`config.mk`:
```
export PLATFORM = sky130hd
export DESIGN_NAME = axis_output_packer
export DESIGN_NICKNAME = d
export VERILOG_FILES = /design/src/rtl/haze_pkg.sv /design/src/rtl/sync_fifo_fwft.sv /design/src/rtl/axis_output_packer.sv
export SDC_FILE = /design/constraint.sdc
export NUM_CORES = 1
export LEC_CHECK = 0
export BUFFER_PORTS_ARGS = -buffer_cell sky130_fd_sc_hd__buf_2
export CORE_MARGIN = 3
export CORE_UTILIZATION = 58
export CTS_BUF_LIST = sky130_fd_sc_hd__clkbuf_8
export DETAILED_ROUTE_END_ITERATION = 10
export GPL_TIMING_DRIVEN = 0
export PLACE_DENSITY_LB_ADDON = 0.15
export SETUP_SLACK_MARGIN = 0.4
export SLEW_MARGIN = 20
export SYNTH_ARGS = -nofsm -noshare
export SYNTH_HDL_FRONTEND = slang
export SYNTH_SLANG_ARGS = --single-unit
```
`constraint.sdc`:
```
create_clock -name clk -period 3.53 [get_ports clk]
set_clock_uncertainty 0.2 [all_clocks]
set_input_delay 0.706 -clock clk [delete_from_list [all_inputs] [get_ports clk]]
set_output_delay 0.706 -clock clk [all_outputs]
set_load 0.02 [all_outputs]
```
`src/rtl/haze_pkg.sv`:
```
// Definitions shared by the dehaze pipeline blocks: pixel/entry layout,
// default frame geometry and a constant-evaluable clog2.
package haze_pkg;

    localparam int PIXEL_W = 24;
    localparam int SOF_BIT = 24;
    localparam int EOL_BIT = 25;
    localparam int EOF_BIT = 26;
    localparam int ENTRY_W = 27;

    localparam int DEF_IMG_WIDTH  = 512;
    localparam int DEF_IMG_HEIGHT = 512;

    function automatic int clog2(input int value);
        int r;
        r = 0;
        while ((1 << r) < value) r = r + 1;
        return r;
    endfunction

endpackage

```
`src/rtl/sync_fifo_fwft.sv`:
```
// Synchronous first-word-fall-through FIFO. The caller must never push while
// full unless it pops in the same cycle; there is no drop policy here.
import haze_pkg::*;

module sync_fifo_fwft #(
    parameter int WIDTH = 27,
    parameter int DEPTH = 16
) (
    input  logic                    clk,
    input  logic                    rst,
    input  logic                    push,
    input  logic [WIDTH-1:0]        din,
    input  logic                    pop,
    output logic [WIDTH-1:0]        dout,
    output logic                    full,
    output logic                    empty,
    output logic [clog2(DEPTH):0]   count
);

    localparam int AW = clog2(DEPTH);

    logic [WIDTH-1:0] mem [DEPTH];
    logic [AW-1:0]    wr_ptr;
    logic [AW-1:0]    rd_ptr;

    assign dout  = mem[rd_ptr];
    assign full  = (count == (AW+1)'(DEPTH));
    assign empty = (count == '0);

    // Storage carries no reset; only pointers and count define validity.
    always_ff @(posedge clk) begin
        if (push) mem[wr_ptr] <= din;
    end

    always_ff @(posedge clk) begin
        if (rst) begin
            wr_ptr <= '0;
            rd_ptr <= '0;
            count  <= '0;
        end else begin
            if (push) wr_ptr <= wr_ptr + 1'b1;
            if (pop)  rd_ptr <= rd_ptr + 1'b1;
            case ({push, pop})
                2'b10:   count <= count + 1'b1;
                2'b01:   count <= count - 1'b1;
                default: count <= count;
            endcase
        end
    end

endmodule

```
`src/rtl/axis_output_packer.sv`:
```
// Buffers dehazed RGB pixels and presents them as an AXI4-Stream master with
// frame geometry tags, an almost-full throttle and a sticky overflow flag.
import haze_pkg::*;

module axis_output_packer #(
    parameter int IMG_WIDTH    = DEF_IMG_WIDTH,
    parameter int IMG_HEIGHT   = DEF_IMG_HEIGHT,
    parameter int FIFO_DEPTH   = 16,
    parameter int AFULL_MARGIN = 4
) (
    input  logic        clk,
    input  logic        rst,
    input  logic        pix_valid,
    input  logic [7:0]  pix_r,
    input  logic [7:0]  pix_g,
    input  logic [7:0]  pix_b,
    output logic        upstream_ready,
    output logic [31:0] M_AXIS_TDATA,
    output logic        M_AXIS_TVALID,
    input  logic        M_AXIS_TREADY,
    output logic        M_AXIS_TLAST,
    output logic        M_AXIS_TUSER,
    output logic        frame_done,
    output logic        overflow
);

    localparam int AW = clog2(FIFO_DEPTH);
    localparam int CW = (clog2(IMG_WIDTH)  < 1) ? 1 : clog2(IMG_WIDTH);
    localparam int RW = (clog2(IMG_HEIGHT) < 1) ? 1 : clog2(IMG_HEIGHT);

    logic [CW-1:0]      col;
    logic [RW-1:0]      row;
    logic               eol;
    logic               sof;
    logic               eof;
    logic [ENTRY_W-1:0] entry;
    logic [ENTRY_W-1:0] head;
    logic               fifo_full;
    logic               fifo_empty;
    logic [AW:0]        fifo_count;
    logic [AW:0]        count_next;
    logic               push;
    logic               pop;

    assign sof   = (col == '0) && (row == '0);
    assign eol   = (col == CW'(IMG_WIDTH - 1));
    assign eof   = eol && (row == RW'(IMG_HEIGHT - 1));
    assign entry = {eof, eol, sof, pix_r, pix_g, pix_b};

    // Handshake: a word transfers on every rising edge where TVALID && TREADY;
    // TVALID never waits on TREADY, and the word is held until it transfers.
    // The producer side has no handshake: pix_valid is an unconditional push.
    assign pop  = !fifo_empty && M_AXIS_TREADY;
    assign push = pix_valid && (!fifo_full || pop);

    assign count_next = fifo_count + (AW+1)'(push) - (AW+1)'(pop);

    sync_fifo_fwft #(
        .WIDTH (ENTRY_W),
        .DEPTH (FIFO_DEPTH)
    ) u_fifo (
        .clk   (clk),
        .rst   (rst),
        .push  (push),
        .din   (entry),
        .pop   (pop),
        .dout  (head),
        .full  (fifo_full),
        .empty (fifo_empty),
        .count (fifo_count)
    );

    // Head fields are masked while empty so an idle stream drives zeros.
    assign M_AXIS_TVALID = !fifo_empty;
    assign M_AXIS_TDATA  = M_AXIS_TVALID ? {8'h00, head[PIXEL_W-1:0]} : 32'h0;
    assign M_AXIS_TLAST  = M_AXIS_TVALID && head[EOL_BIT];
    assign M_AXIS_TUSER  = M_AXIS_TVALID && head[SOF_BIT];

    // Geometry counters advance on every pixel, dropped or not.
    always_ff @(posedge clk) begin
        if (rst) begin
            col            <= '0;
            row            <= '0;
            overflow       <= 1'b0;
            upstream_ready <= 1'b0;
            frame_done     <= 1'b0;
        end else begin
            if (pix_valid) begin
                if (eol) begin
                    col <= '0;
                    row <= (row == RW'(IMG_HEIGHT - 1)) ? '0 : row + 1'b1;
                end else begin
                    col <= col + 1'b1;
                end
            end
            if (pix_valid && fifo_full && !pop) overflow <= 1'b1;
            upstream_ready <= (FIFO_DEPTH - int'(count_next)) > AFULL_MARGIN;
            frame_done     <= pop && head[EOF_BIT];
        end
    end

endmodule

```
==> results of run 1 <==
[state kept, by name, summed over array words and instances (netlist names), named ones only]
| signal | flops |
|---|---|
| overflow | 1 |
| u_fifo.rd_ptr | 4 |
| frame_done | 1 |
| u_fifo.count | 5 |
| row | 9 |
| upstream_ready | 1 |
| u_fifo.mem | 432 |
| u_fifo.wr_ptr | 4 |
| col | 9 |
[placed cells by master (no fill, tap or decap), types with 4 or more instances in the layout]
cell	instances
sky130_fd_sc_hd__a21oi_1	10
sky130_fd_sc_hd__a221o_1	26
sky130_fd_sc_hd__a22o_1	25
sky130_fd_sc_hd__and3_1	5
sky130_fd_sc_hd__buf_12	5
sky130_fd_sc_hd__buf_16	7
sky130_fd_sc_hd__buf_2	33
sky130_fd_sc_hd__buf_4	32
sky130_fd_sc_hd__buf_6	44
sky130_fd_sc_hd__buf_8	15
sky130_fd_sc_hd__clkbuf_1	5
sky130_fd_sc_hd__clkbuf_16	5
sky130_fd_sc_hd__clkbuf_8	78
sky130_fd_sc_hd__clkinv_1	15
sky130_fd_sc_hd__clkinv_2	12
sky130_fd_sc_hd__clkinvlp_4	4
sky130_fd_sc_hd__conb_1	8
sky130_fd_sc_hd__dfxtp_1	36
sky130_fd_sc_hd__edfxtp_1	432
sky130_fd_sc_hd__ha_1	17
sky130_fd_sc_hd__inv_1	34
sky130_fd_sc_hd__inv_4	4
sky130_fd_sc_hd__mux2i_1	8
sky130_fd_sc_hd__mux4_2	106
sky130_fd_sc_hd__nand2_1	15
sky130_fd_sc_hd__nand2_2	4
sky130_fd_sc_hd__nand2b_1	5
sky130_fd_sc_hd__nand3_1	9
sky130_fd_sc_hd__nand4_1	6
sky130_fd_sc_hd__nor2_1	41
sky130_fd_sc_hd__nor2_4	13
sky130_fd_sc_hd__nor3_4	5
sky130_fd_sc_hd__xnor2_1	5
sky130_fd_sc_hd__xor2_1	18
[how the worst min path moves through the flow]
stage / end / cells past startpoint
global route: u_fifo.mem[5][21] / 1
global placement: row[8] / 2
CTS: u_fifo.mem[5][21] / 1
detailed placement: overflow / 2
finish: row[8] / 2
floorplan: row[8] / 2
[metal layers]
metal,up-vias,part of all wire
met5,-,0
met4,0,0.020
met3,63,0.081
met2,451,0.49
met1,4872,0.41
li1,4093,-
[through the flow]
stage          TNS (ps)  instances
3_3_place_gp    -517480       1367
2_1_floorplan         0        914
3_5_place_dp      -3530       1387
4_1_cts           -4.41       1540
6_report              0       1547
5_1_grt           -1210       1547
[logic make-up after synthesis]
| kind of cell | Yosys count | synth area share |
|---|---|---|
| AOI/OAI and AO/OA | 79 | 0.0357 |
| and+or+nand+nor | 128 | 0.0353 |
| DFF | 470 | 0.747 |
| xor gates and xnor gates | 23 | 0.0110 |
| adders and majority gates | 22 | 0.0158 |
| muxes | 115 | 0.135 |
| other | 1 | 0.000204 |
| buffers and inverters | 69 | 0.0197 |
[where the power goes]
part	internal, µW	switching [µW]
sequential	6230	70.6
clock	2090	2030
combinational	2020	1920
[cell usage after synthesis, types with 2 or more instances]
cell type / n / share of area
sky130_fd_sc_hd__a211oi_1: 2 / 0.00082
sky130_fd_sc_hd__a21o_1: 3 / 0.0012
sky130_fd_sc_hd__a21oi_1: 12 / 0.0033
sky130_fd_sc_hd__a221o_1: 26 / 0.014
sky130_fd_sc_hd__a22o_1: 26 / 0.012
sky130_fd_sc_hd__and2_1: 2 / 0.00068
sky130_fd_sc_hd__and3_1: 5 / 0.0017
sky130_fd_sc_hd__buf_1: 6 / 0.0012
sky130_fd_sc_hd__buf_2: 11 / 0.0030
sky130_fd_sc_hd__buf_4: 13 / 0.0053
sky130_fd_sc_hd__buf_6: 4 / 0.0025
sky130_fd_sc_hd__clkbuf_1: 17 / 0.0035
sky130_fd_sc_hd__dfxtp_1: 38 / 0.041
sky130_fd_sc_hd__edfxtp_1: 432 / 0.71
sky130_fd_sc_hd__fa_1: 2 / 0.0022
sky130_fd_sc_hd__ha_1: 20 / 0.014
sky130_fd_sc_hd__inv_1: 16 / 0.0033
sky130_fd_sc_hd__mux2i_1: 8 / 0.0044
sky130_fd_sc_hd__mux4_2: 106 / 0.13
sky130_fd_sc_hd__nand2_1: 19 / 0.0039
sky130_fd_sc_hd__nand2b_1: 6 / 0.0020
sky130_fd_sc_hd__nand3_1: 9 / 0.0025
sky130_fd_sc_hd__nand3b_1: 3 / 0.0012
sky130_fd_sc_hd__nand4_1: 6 / 0.0020
sky130_fd_sc_hd__nor2_1: 54 / 0.011
sky130_fd_sc_hd__nor2b_1: 2 / 0.00068
sky130_fd_sc_hd__nor3_1: 7 / 0.0019
sky130_fd_sc_hd__nor4_1: 3 / 0.0010
sky130_fd_sc_hd__nor4b_1: 2 / 0.00095
sky130_fd_sc_hd__o211ai_1: 3 / 0.0012
sky130_fd_sc_hd__o21ai_0: 2 / 0.00054
sky130_fd_sc_hd__or3_1: 2 / 0.00068
sky130_fd_sc_hd__xnor2_1: 5 / 0.0024
sky130_fd_sc_hd__xor2_1: 18 / 0.0086
[critical path, stage by stage, from the launching register on]
cell                        delay, ps
sky130_fd_sc_hd__dfxtp_4          350
sky130_fd_sc_hd__inv_4             60
sky130_fd_sc_hd__ha_4             130
sky130_fd_sc_hd__nor4b_4          230
sky130_fd_sc_hd__buf_4            200
sky130_fd_sc_hd__nor3_4            50
sky130_fd_sc_hd__buf_6            150
sky130_fd_sc_hd__clkbuf_16        150
sky130_fd_sc_hd__a22o_1           210
sky130_fd_sc_hd__a221o_1          330
sky130_fd_sc_hd__buf_6            160
[layout make-up]
class	count	area share
sequential	470	0.630
multi-input combinational	375	0.208
clock buffer	76	0.0480
tap	396	0.0227
clock inverter	56	0.0128
timing repair buffer	105	0.0516
buffer	52	0.0236
inverter	17	0.00339
[what timing repair did]
item | in CTS | in global routing
gates cloned | 1 | 2
buffers inserted | 20 | 5
endpoints found under the setup margin | 37 | 28
resized for setup | 141 | 17
pin swaps | 9 | 14
==> PnR_summary.wiki, run 1 <==
{| class="wikitable"
! Metric !! Value
|-
| Final Setup Violations || 0
|-
| Fraction of met2 tracks used by global routing || 0.388
|-
| Number of core rows || between 60 and 70
|-
| Source of the critical timing path || u_fifo.count[3]
|-
| Data required time at the worst endpoint || 2620 ps
|-
| Sequential cell area fraction in the yosys report || 0.747
|-
| Top FF cell, synth || sky130_fd_sc_hd__edfxtp_1
|-
| Num ports || 66
|-
| Pre-CTS WS || -262 ps
|-
| Cell area power density || between 600 and 700 mW/mm²
|-
| Clk Latency, worst-skew pair || just under 600 ps
|-
| Shortest clock period the worst path allows after layout || 3520 ps
|-
| Final standard cell area without fillers || between 0.02 and 0.025 mm²
|-
| Detailed Route Iter0 Violations || 961
|-
| Fmax || 284 MHz
|-
| Weighted congestion at the end of routability-driven global placement || 0.769
|-
| Area of the multi-input gates || about 0.0045 mm²
|-
| Root buffer cell || sky130_fd_sc_hd__clkbuf_8
|-
| Core area || 0.0309 mm²
|-
| Total count of hold-check failures in the final report || 0
|-
| Worst hold path type || flop to flop
|-
| Nature of the critical path startpoint || flop
|-
| P&R area growth vs syn || 18.6%
|-
| Number of distinct library cell variants in the gate-level netlist after synthesis || 51
|-
| Initial cell density of the core || 0.595
|-
| Sink count of the clock tree || 470
|-
| Setup crit end || M_AXIS_TDATA[22]
|-
| Met1 demand-to-capacity share in global routing || 0.348
|-
| Largest net degree at the start of global routing || 22
|-
| Worst Hold Slack || 286 ps
|-
| Flop and latch count out of synthesis || 470
|-
| Crit path arrival time || ~2600 ps
|-
| Global-route congestion overflow total || 0
|-
| Type of destination of the critical path || primary output
|-
| Fill cell instance count of the final layout || 1888
|-
| Clock tree from TritonCTS || yes
|-
| Static power due to leakage || between 0.007 and 0.008 µW
|-
| Sum of internal, switching and leakage power || 14400 µW
|-
| Top fanout value on the critical path || 5
|-
| RSZ-0062 raised after global routing || true
|-
| Average detailed-routed wire length per instance || approximately 26 µm
|-
| Yosys warning count || 0
|-
| R2R Path Start || u_fifo.count[3]
|-
| Headroom to the max-slew limit || 0.337
|-
| Detail Placement HPWL || around 24000 µm
|-
| Clock H-tree levels || 3
|-
| Actual transition at the worst max-transition pin || around 990 ps
|-
| Standard cell area after detailed placement || approximately 0.02 mm²
|-
| Antenna-violating nets left || 0
|-
| Count of buffers inserted at the top-level ports || 57
|-
| DRC violation count after routing || 0
|-
| Share of the clock period used by the worst path || 0.996
|-
| Total detailed-routing wirelength || between 40000 and 50000 µm
|-
| Result of the run || finished clean
|-
| Avg Cell Area, Syn || between 20 and 25 µm²
|-
| Global routing met3 resource utilization || 0.0550
|-
| Async set-or-reset flop fraction in the synthesized netlist || 0
|-
| Number of antenna violations at the first check in global routing || 0
|-
| Worst Hold Launch || row[8]
|-
| Syn Inst Count || just over 900
|-
| Fraction of layout cells with a size suffix above 1 || 0.341
|-
| Final core utilization || 0.705
|-
| Cell depth of the worst flop-to-flop path || 15
|-
| Via count || between 9000 and 10000
|-
| First drt pass iteration count || 5
|-
| Register area || 0.0137 mm²
|-
| Clk buf depth || 3
|-
| Post-synthesis cell area || about 0.018 mm²
|-
| Overall track demand over capacity in global routing || 0.244
|-
| Max cap viols || 0
|-
| Die Wd || approximately 180 µm
|-
| Number of CTS-inserted buffers || 75
|-
| Number of flops mapped to enable cells by yosys || ~430
|-
| Crit path setup slack, layout || ~14 ps
|-
| Via count of the first global-routing pass || roughly 9700
|-
| Total Die Area || 0.0339 mm²
|-
| Post-layout net count || ~1100
|-
| Worst setup path category || flop to primary output
|-
| Vias per inst || 6.13
|-
| Peak ir drop on the vdd network || ~410 µV
|-
| Global-route wire length before repair || 60200 µm
|-
| CTS clk-pin slew, worst paths || around 60 ps
|-
| Gr busiest metal || met2
|-
| Die height || approximately 180 µm
|-
| Slack of the worst reg-to-reg path || between 300 and 400 ps
|-
| Max-slew violations || 0
|-
| Number of hold-repair buffers added at the cts stage || 0
|-
| Number of inserted diodes || 0
|-
| Capture point of the worst reg-to-reg path || u_fifo.count[4]
|}
(Power assumes the default switching activity.)
==> inputs of run 2 (changes only) <==
- RECOVER_POWER: default -> 25
==> PnR_summary.wiki, run 2 (synthesis gave the netlist of run 1 again) <==
{| class="wikitable"
! Metric !! Value
|-
| Result of the run || complete, but fails checks
|-
| Violated checks || setup timing
|-
| Initial cell density of the core || 0.595 (unchanged)
|-
| Peak ir drop on the vdd network || 407 µV (about the same)
|-
| Slowest cell on the critical path || sky130_fd_sc_hd__dfxtp_4
|-
| Sink count of the clock tree || 470 (unchanged)
|-
| Most common library cell in the layout ignoring fill and taps || sky130_fd_sc_hd__edfxtp_1
|-
| Final Setup Violations || 1 (+1)
|-
| Clock H-tree levels || 3 (unchanged)
|-
| Post-layout net count || 1146 (unchanged)
|-
| Number of hold-repair buffers added at the cts stage || 0 (unchanged)
|-
| Clock tree from TritonCTS || yes
|-
| Cell Int Power || 10300 µW (about the same)
|-
| Crit path arrival time || 2640 ps (+30 ps)
|-
| Via count of the first global-routing pass || 9662 (unchanged)
|-
| Switching portion of total power || 0.281 (+0.000639)
|-
| Global-route congestion overflow total || 0 (unchanged)
|-
| Count of buffers inserted at the top-level ports || 57 (unchanged)
|-
| Data required time at the worst endpoint || 2620 ps (about the same)
|-
| Most frequent cells in the layout || sky130_fd_sc_hd__edfxtp_1, sky130_fd_sc_hd__mux4_2, sky130_fd_sc_hd__clkbuf_8
|-
| Cell count after placement || 1387 (unchanged)
|-
| Num ports || 66 (unchanged)
|-
| Weighted congestion at the end of routability-driven global placement || 0.769 (unchanged)
|-
| Nature of the critical path startpoint || flop
|-
| Global-route wire length before repair || 60200 µm (unchanged)
|-
| Largest net degree at the start of global routing || 22 (unchanged)
|-
| Clk Latency, worst-skew pair || 590 ps (about the same)
|-
| Number of CTS-inserted buffers || 75 (unchanged)
|-
| Total detailed-routing wirelength || 40100 µm (+0.14%)
|-
| Non-filler instance count after layout || 1547 (unchanged)
|-
| Cell type with the highest occurrence count on the critical path || sky130_fd_sc_hd__buf_6
|-
| Total count of hold-check failures in the final report || 0 (unchanged)
|-
| Worst Hold Launch || overflow
|-
| Source of the critical timing path || u_fifo.count[3]
|-
| P&R area growth vs syn || 18.5%
|-
| Number of inserted diodes || 0 (unchanged)
|-
| Type of destination of the critical path || primary output
|-
| Worst hold path type || flop to flop
|-
| Static power due to leakage || 0.00725 µW (-0.68%)
|-
| Max-slew violations || 0 (unchanged)
|-
| Headroom to the max-slew limit || 0.343 (+0.00595)
|-
| Fraction of power consumed by combinational cells || 0.274 (about the same)
|-
| Actual transition at the worst max-transition pin || 982 ps (-8.89 ps)
|-
| Die height || 184 µm (unchanged)
|-
| Max cap viols || 0 (unchanged)
|-
| Die Wd || 184 µm (unchanged)
|-
| Number of flip-flops in the largest register || 432 (unchanged)
|-
| Clock share of power || 0.287 (about the same)
|-
| Core area || 0.0309 mm² (unchanged)
|-
| Vias per inst || 6.10 (-0.51%)
|-
| Critical path, cell by cell || inv_4 -> ha_4 -> nor4b_4 -> buf_4 -> nor3_4 -> buf_6 -> clkbuf_16 -> a22o_1 -> a221o_1 -> buf_6
|-
| Shortest clock period the worst path allows after layout || 3540 ps (+28.4 ps)
|-
| Crit path setup slack, layout || -14.9 ps (-28.4 ps)
|-
| Average detailed-routed wire length per instance || 25.9 µm (+0.14%)
|-
| Number of core rows || 64 (unchanged)
|-
| DRC violation count after routing || 0 (unchanged)
|-
| Detail Placement HPWL || 24400 µm (unchanged)
|-
| RSZ-0062 raised after global routing || true
|-
| Fraction of layout cells with a size suffix above 1 || 0.326 (-0.0156)
|-
| Number of antenna violations at the first check in global routing || 0 (unchanged)
|-
| Total Die Area || 0.0339 mm² (unchanged)
|-
| Sequential Power Share || 0.439 (about the same)
|-
| Root buffer cell || sky130_fd_sc_hd__clkbuf_8
|-
| R2R Path Start || u_fifo.count[3]
|-
| Antenna-violating nets left || 0 (unchanged)
|-
| Via count || 9431 (-0.51%)
|-
| Sw Pwr || 4030 µW (+0.30%)
|-
| Largest registers || u_fifo.mem x432, col x9, row x9
|-
| Pre-CTS WS || -262 ps (unchanged)
|-
| Fill cell instance count of the final layout || 1891 (+0.16%)
|-
| CTS clk-pin slew, worst paths || 60 ps (about the same)
|-
| Overall track demand over capacity in global routing || 0.244 (unchanged)
|-
| Top fanout value on the critical path || 5 (unchanged)
|-
| Largest Register || u_fifo.mem
|-
| First drt pass iteration count || 5 (unchanged)
|-
| Share of the clock period used by the worst path || 1.00 (+0.00804)
|-
| Cell area power density || 659 mW/mm² (+0.17%)
|-
| Clk buf depth || 3 (unchanged)
|-
| Worst setup path category || flop to primary output
|-
| Detailed Route Iter0 Violations || 897 (-6.7%)
|-
| Crit path largest cell delay || 350 ps (about the same)
|-
| Fmax || 282 MHz (-0.80%)
|}
==> run 2: cell types whose count changed in the layout (fill, tap and decap cells not counted) <==
cell                       before  now
sky130_fd_sc_hd__buf_2         33   15
sky130_fd_sc_hd__clkbuf_1       5   23
==> run 2: power groups by stage <==
| stage | clock, µW | sequential (µW) | combinational (µW) |
|---|---|---|---|
| floorplan | 0 | 6400 | 2020 |
| global placement | 0 | 6410 | 2880 |
| detailed placement | 0 | 6410 | 2940 |
| CTS | 4200 | 6300 | 3810 |
| global route | 4480 | 6310 | 4190 |
| finish | 4120 | 6300 | 3940 |
==> run 2: final timing paths <==
| path | to | slack (ps) | cells past startpoint |
|---|---|---|---|
| setup / recovery | M_AXIS_TDATA[22] | -10 | 10 |
| hold / removal | overflow | 280 | 2 |
| setup reg to reg | u_fifo.count[4] | 380 | 15 |
| hold reg to reg | overflow | 280 | 2 |
==> run 2: per-layer routing <==
layer	track usage	wire length (µm)	vias to the layer above
met5	0	0	-
met4	0.0680	801	0
met3	0.0550	3370	62
met2	0.388	19700	405
met1	0.348	16200	4864
li1	-	-	4100
==> run 2: layout make-up <==
cell class,count,area (µm²),share of cell area
buffer,52,514,0.0236
timing repair buffer,105,1100,0.0506
sequential,470,13700,0.631
multi-input combinational,375,4530,0.208
inverter,17,73.8,0.00339
clock buffer,76,1050,0.0480
tap,396,495,0.0227
clock inverter,56,279,0.0128
==> run 2: worst max-delay path, delay by kind of cell (launching register included) <==
family	cells	cell delay, ps
fa+ha+maj	1	130
buf+inv	5	730
flops	1	350
compound gates	2	560
simple gates	2	280
==> run 2: per-stage QoR <==
step                      power [µW]  instance area [µm²]   util  setup TNS (ps)  hold WS (ps)
final                          14400                21800  0.705           -14.9           281
after global routing           15000                21800  0.705           -1210           309
after CTS                      14300                21700  0.702           -4.41           256
after detailed placement        9350                19800  0.639           -3530           270
after global placement          9290                19200  0.622         -517480           267
after floorplan                 8420                18400      -               0           254
==> run 2: repair_timing <==
action | 4_1_cts | 5_1_grt
setup endpoints to repair | 37 | 28
setup buffers | 20 | 5
gates resized for setup | 141 | 17
gates cloned | 1 | 2
pin swaps | 9 | 14
==> inputs of run 3 (changes only) <==
- BUFFER_PORTS_ARGS: -buffer_cell sky130_fd_sc_hd__buf_2 -> -buffer_cell sky130_fd_sc_hd__clkbuf_2
- RECOVER_POWER: 25 -> 50
==> PnR_summary.wiki, run 3 (synthesis gave the netlist of run 1 again) <==
{| class="wikitable"
! Metric !! Value
|-
| Result of the run || complete, but fails checks
|-
| Number of core rows || 64 (unchanged)
|-
| Crit path arrival time || 2660 ps (+20 ps)
|-
| Total count of hold-check failures in the final report || 0 (unchanged)
|-
| Global-route congestion overflow total || 0 (unchanged)
|-
| Number of flip-flops in the largest register || 432 (unchanged)
|-
| Number of CTS-inserted buffers || 75 (unchanged)
|-
| Vias per inst || 6.13 (+0.53%)
|-
| Nature of the critical path startpoint || flop
|-
| Cell depth of the worst flop-to-flop path || 15 (unchanged)
|-
| Worst Hold Launch || row[8]
|-
| Violated checks || setup timing
|-
| Most frequent cells in the layout || sky130_fd_sc_hd__edfxtp_1, sky130_fd_sc_hd__mux4_2, sky130_fd_sc_hd__clkbuf_8
|-
| Clk Latency, worst-skew pair || 600 ps (about the same)
|-
| CTS clk-pin slew, worst paths || 60 ps (about the same)
|-
| Final Setup Violations || 2 (+1)
|-
| Cell class contributing the biggest share of worst-path delay || buffers and inverters
|-
| Num ports || 66 (unchanged)
|-
| Average detailed-routed wire length per instance || 26.8 µm (+3.5%)
|-
| Top fanout value on the critical path || 6 (+1)
|-
| Number of antenna violations at the first check in global routing || 1 (+1)
|-
| Slack of the worst reg-to-reg path || 380 ps (about the same)
|-
| P&R area growth vs syn || 18.0%
|-
| Worst setup path category || flop to primary output
|-
| Critical path, cell by cell || inv_2 -> ha_4 -> nor4b_4 -> buf_4 -> nor3b_4 -> buf_6 -> clkbuf_16 -> a22o_1 -> a221o_1 -> clkbuf_8
|-
| Detailed Route Iter0 Violations || 813 (-9.4%)
|-
| Total Die Area || 0.0339 mm² (unchanged)
|-
| Die height || 184 µm (unchanged)
|-
| Actual transition at the worst max-transition pin || 1020 ps (+34.2 ps)
|-
| Crit path setup slack, layout || -39.3 ps (-24.4 ps)
|-
| Cell area power density || 648 mW/mm² (-1.8%)
|-
| Data required time at the worst endpoint || 2620 ps (about the same)
|-
| First drt pass iteration count || 5 (unchanged)
|-
| Root buffer cell || sky130_fd_sc_hd__clkbuf_8
|-
| Largest net degree at the start of global routing || 22 (unchanged)
|-
| Cell count after placement || 1388 (+0.072%)
|-
| R2R Path Start || u_fifo.count[2]
|-
| Crit path largest cell delay || 340 ps (about the same)
|-
| Max cap viols || 0 (unchanged)
|-
| Most common library cell in the layout ignoring fill and taps || sky130_fd_sc_hd__edfxtp_1
|-
| Max-slew violations || 0 (unchanged)
|-
| Largest registers || u_fifo.mem x432, col x9, row x9
|-
| Initial cell density of the core || 0.595 (unchanged)
|-
| Number of hold-repair buffers added at the cts stage || 0 (unchanged)
|-
| Antenna-violating nets left || 0 (unchanged)
|-
| Via count of the first global-routing pass || 9745 (+0.86%)
|-
| Count of buffers inserted at the top-level ports || 57 (unchanged)
|-
| Non-filler instance count after layout || 1541 (-0.39%)
|-
| Via count || 9444 (+0.14%)
|-
| Post-layout net count || 1142 (-0.35%)
|-
| Type of destination of the critical path || primary output
|-
| Slowest cell on the critical path || sky130_fd_sc_hd__a221o_1
|-
| Clock H-tree levels || 3 (unchanged)
|-
| Largest Register || u_fifo.mem
|-
| Worst hold path type || flop to flop
|-
| Peak ir drop on the vdd network || 383 µV (-5.9%)
|-
| Overall track demand over capacity in global routing || 0.250 (+0.00683)
|-
| Share of the clock period used by the worst path || 1.01 (+0.00692)
|-
| Shortest clock period the worst path allows after layout || 3570 ps (+24.4 ps)
|-
| Number of buffer and inverter instances along the worst setup path || 5 (unchanged)
|-
| Capture endpoint of the worst hold path || row[8]
|-
| DRC violation count after routing || 0 (unchanged)
|-
| Detail Placement HPWL || 25100 µm (+3.0%)
|-
| Clk buf depth || 3 (unchanged)
|-
| Capture point of the worst reg-to-reg path || u_fifo.count[4]
|-
| Pre-CTS WS || -242 ps (+19.7 ps)
|-
| Static power due to leakage || 0.00722 µW (-0.31%)
|-
| Weighted congestion at the end of routability-driven global placement || 0.760 (-1.1%)
|-
| Total detailed-routing wirelength || 41300 µm (+3.1%)
|-
| Sink count of the clock tree || 470 (unchanged)
|-
| Clock tree from TritonCTS || yes
|-
| Fmax || 280 MHz (-0.68%)
|-
| Die Wd || 184 µm (unchanged)
|-
| RSZ-0062 raised after global routing || true
|-
| Core area || 0.0309 mm² (unchanged)
|-
| Headroom to the max-slew limit || 0.320 (-0.0229)
|-
| Global-route wire length before repair || 61100 µm (+1.6%)
|-
| Fraction of layout cells with a size suffix above 1 || 0.308 (-0.0181)
|-
| Cell depth of the worst min-delay path || 2 (unchanged)
|}
run 3: worst max path at each step:
stage                                   end  slack [ps]  cells past startpoint       startpoint
after CTS                  M_AXIS_TDATA[22]         -20                     10  u_fifo.count[3]
after global placement    u_fifo.mem[15][9]       -1500                      4        pix_valid
after detailed placement       M_AXIS_TUSER        -240                      9  u_fifo.count[2]
final                      M_AXIS_TDATA[22]         -40                     10  u_fifo.count[2]
after floorplan             u_fifo.count[4]         420                     11    M_AXIS_TREADY
after global routing       M_AXIS_TDATA[22]        -200                     10  u_fifo.count[2]
run 3: per-stage QoR:
step / area, µm² / hold slack [ps] / utilization / total power [µW] / TNS (ps)
after detailed placement: 19700 / 264 / 0.639 / 9380 / -3550
after global routing: 21700 / 313 / 0.702 / 14600 / -3460
final: 21700 / 285 / 0.702 / 14100 / -70.3
after CTS: 21600 / 269 / 0.700 / 14000 / -32.2
after floorplan: 18400 / 254 / - / 8420 / 0
after global placement: 19200 / 270 / 0.622 / 9310 / -529810
run 3: layout make-up:
cell class              instances  area (µm²)
diodes                          1        2.50
plain buffers                  52         531
clock buffers                  78        1070
clock inverters                51         216
fillers                      1930        9220
inverters                      17        68.8
multi-input cells             375        4510
flip-flops and latches        470       13700
well taps                     396         495
repair buffers                101        1050
run 3: power breakdown:
group | switching, µW | total (µW) | internal, µW
clock | 2000 | 4040 | 2040
sequential | 73.5 | 6300 | 6230
combinational | 1870 | 3710 | 1840
run 3: repair_timing:
action                                  4_1_cts  5_1_grt
resized for setup                           137       10
endpoints found under the setup margin       27       28
hold endpoints to repair                      0        0
setup buffers                                13        8
cloned                                        2        0
pin swaps                                    24       12
run 3: layer usage:
layer | up-vias | wire length [µm] | global-route usage
li1 | 4086 | - | -
met4 | 0 | 1060 | 0.0829
met1 | 4908 | 17300 | 0.362
met2 | 375 | 20100 | 0.396
met5 | - | 0 | 0
met3 | 75 | 2880 | 0.0461
run 3: worst min-delay path: stages (launching register included):
cell,delay (ps)
sky130_fd_sc_hd__dfxtp_1,330
sky130_fd_sc_hd__nand2_1,60
sky130_fd_sc_hd__a21oi_1,50
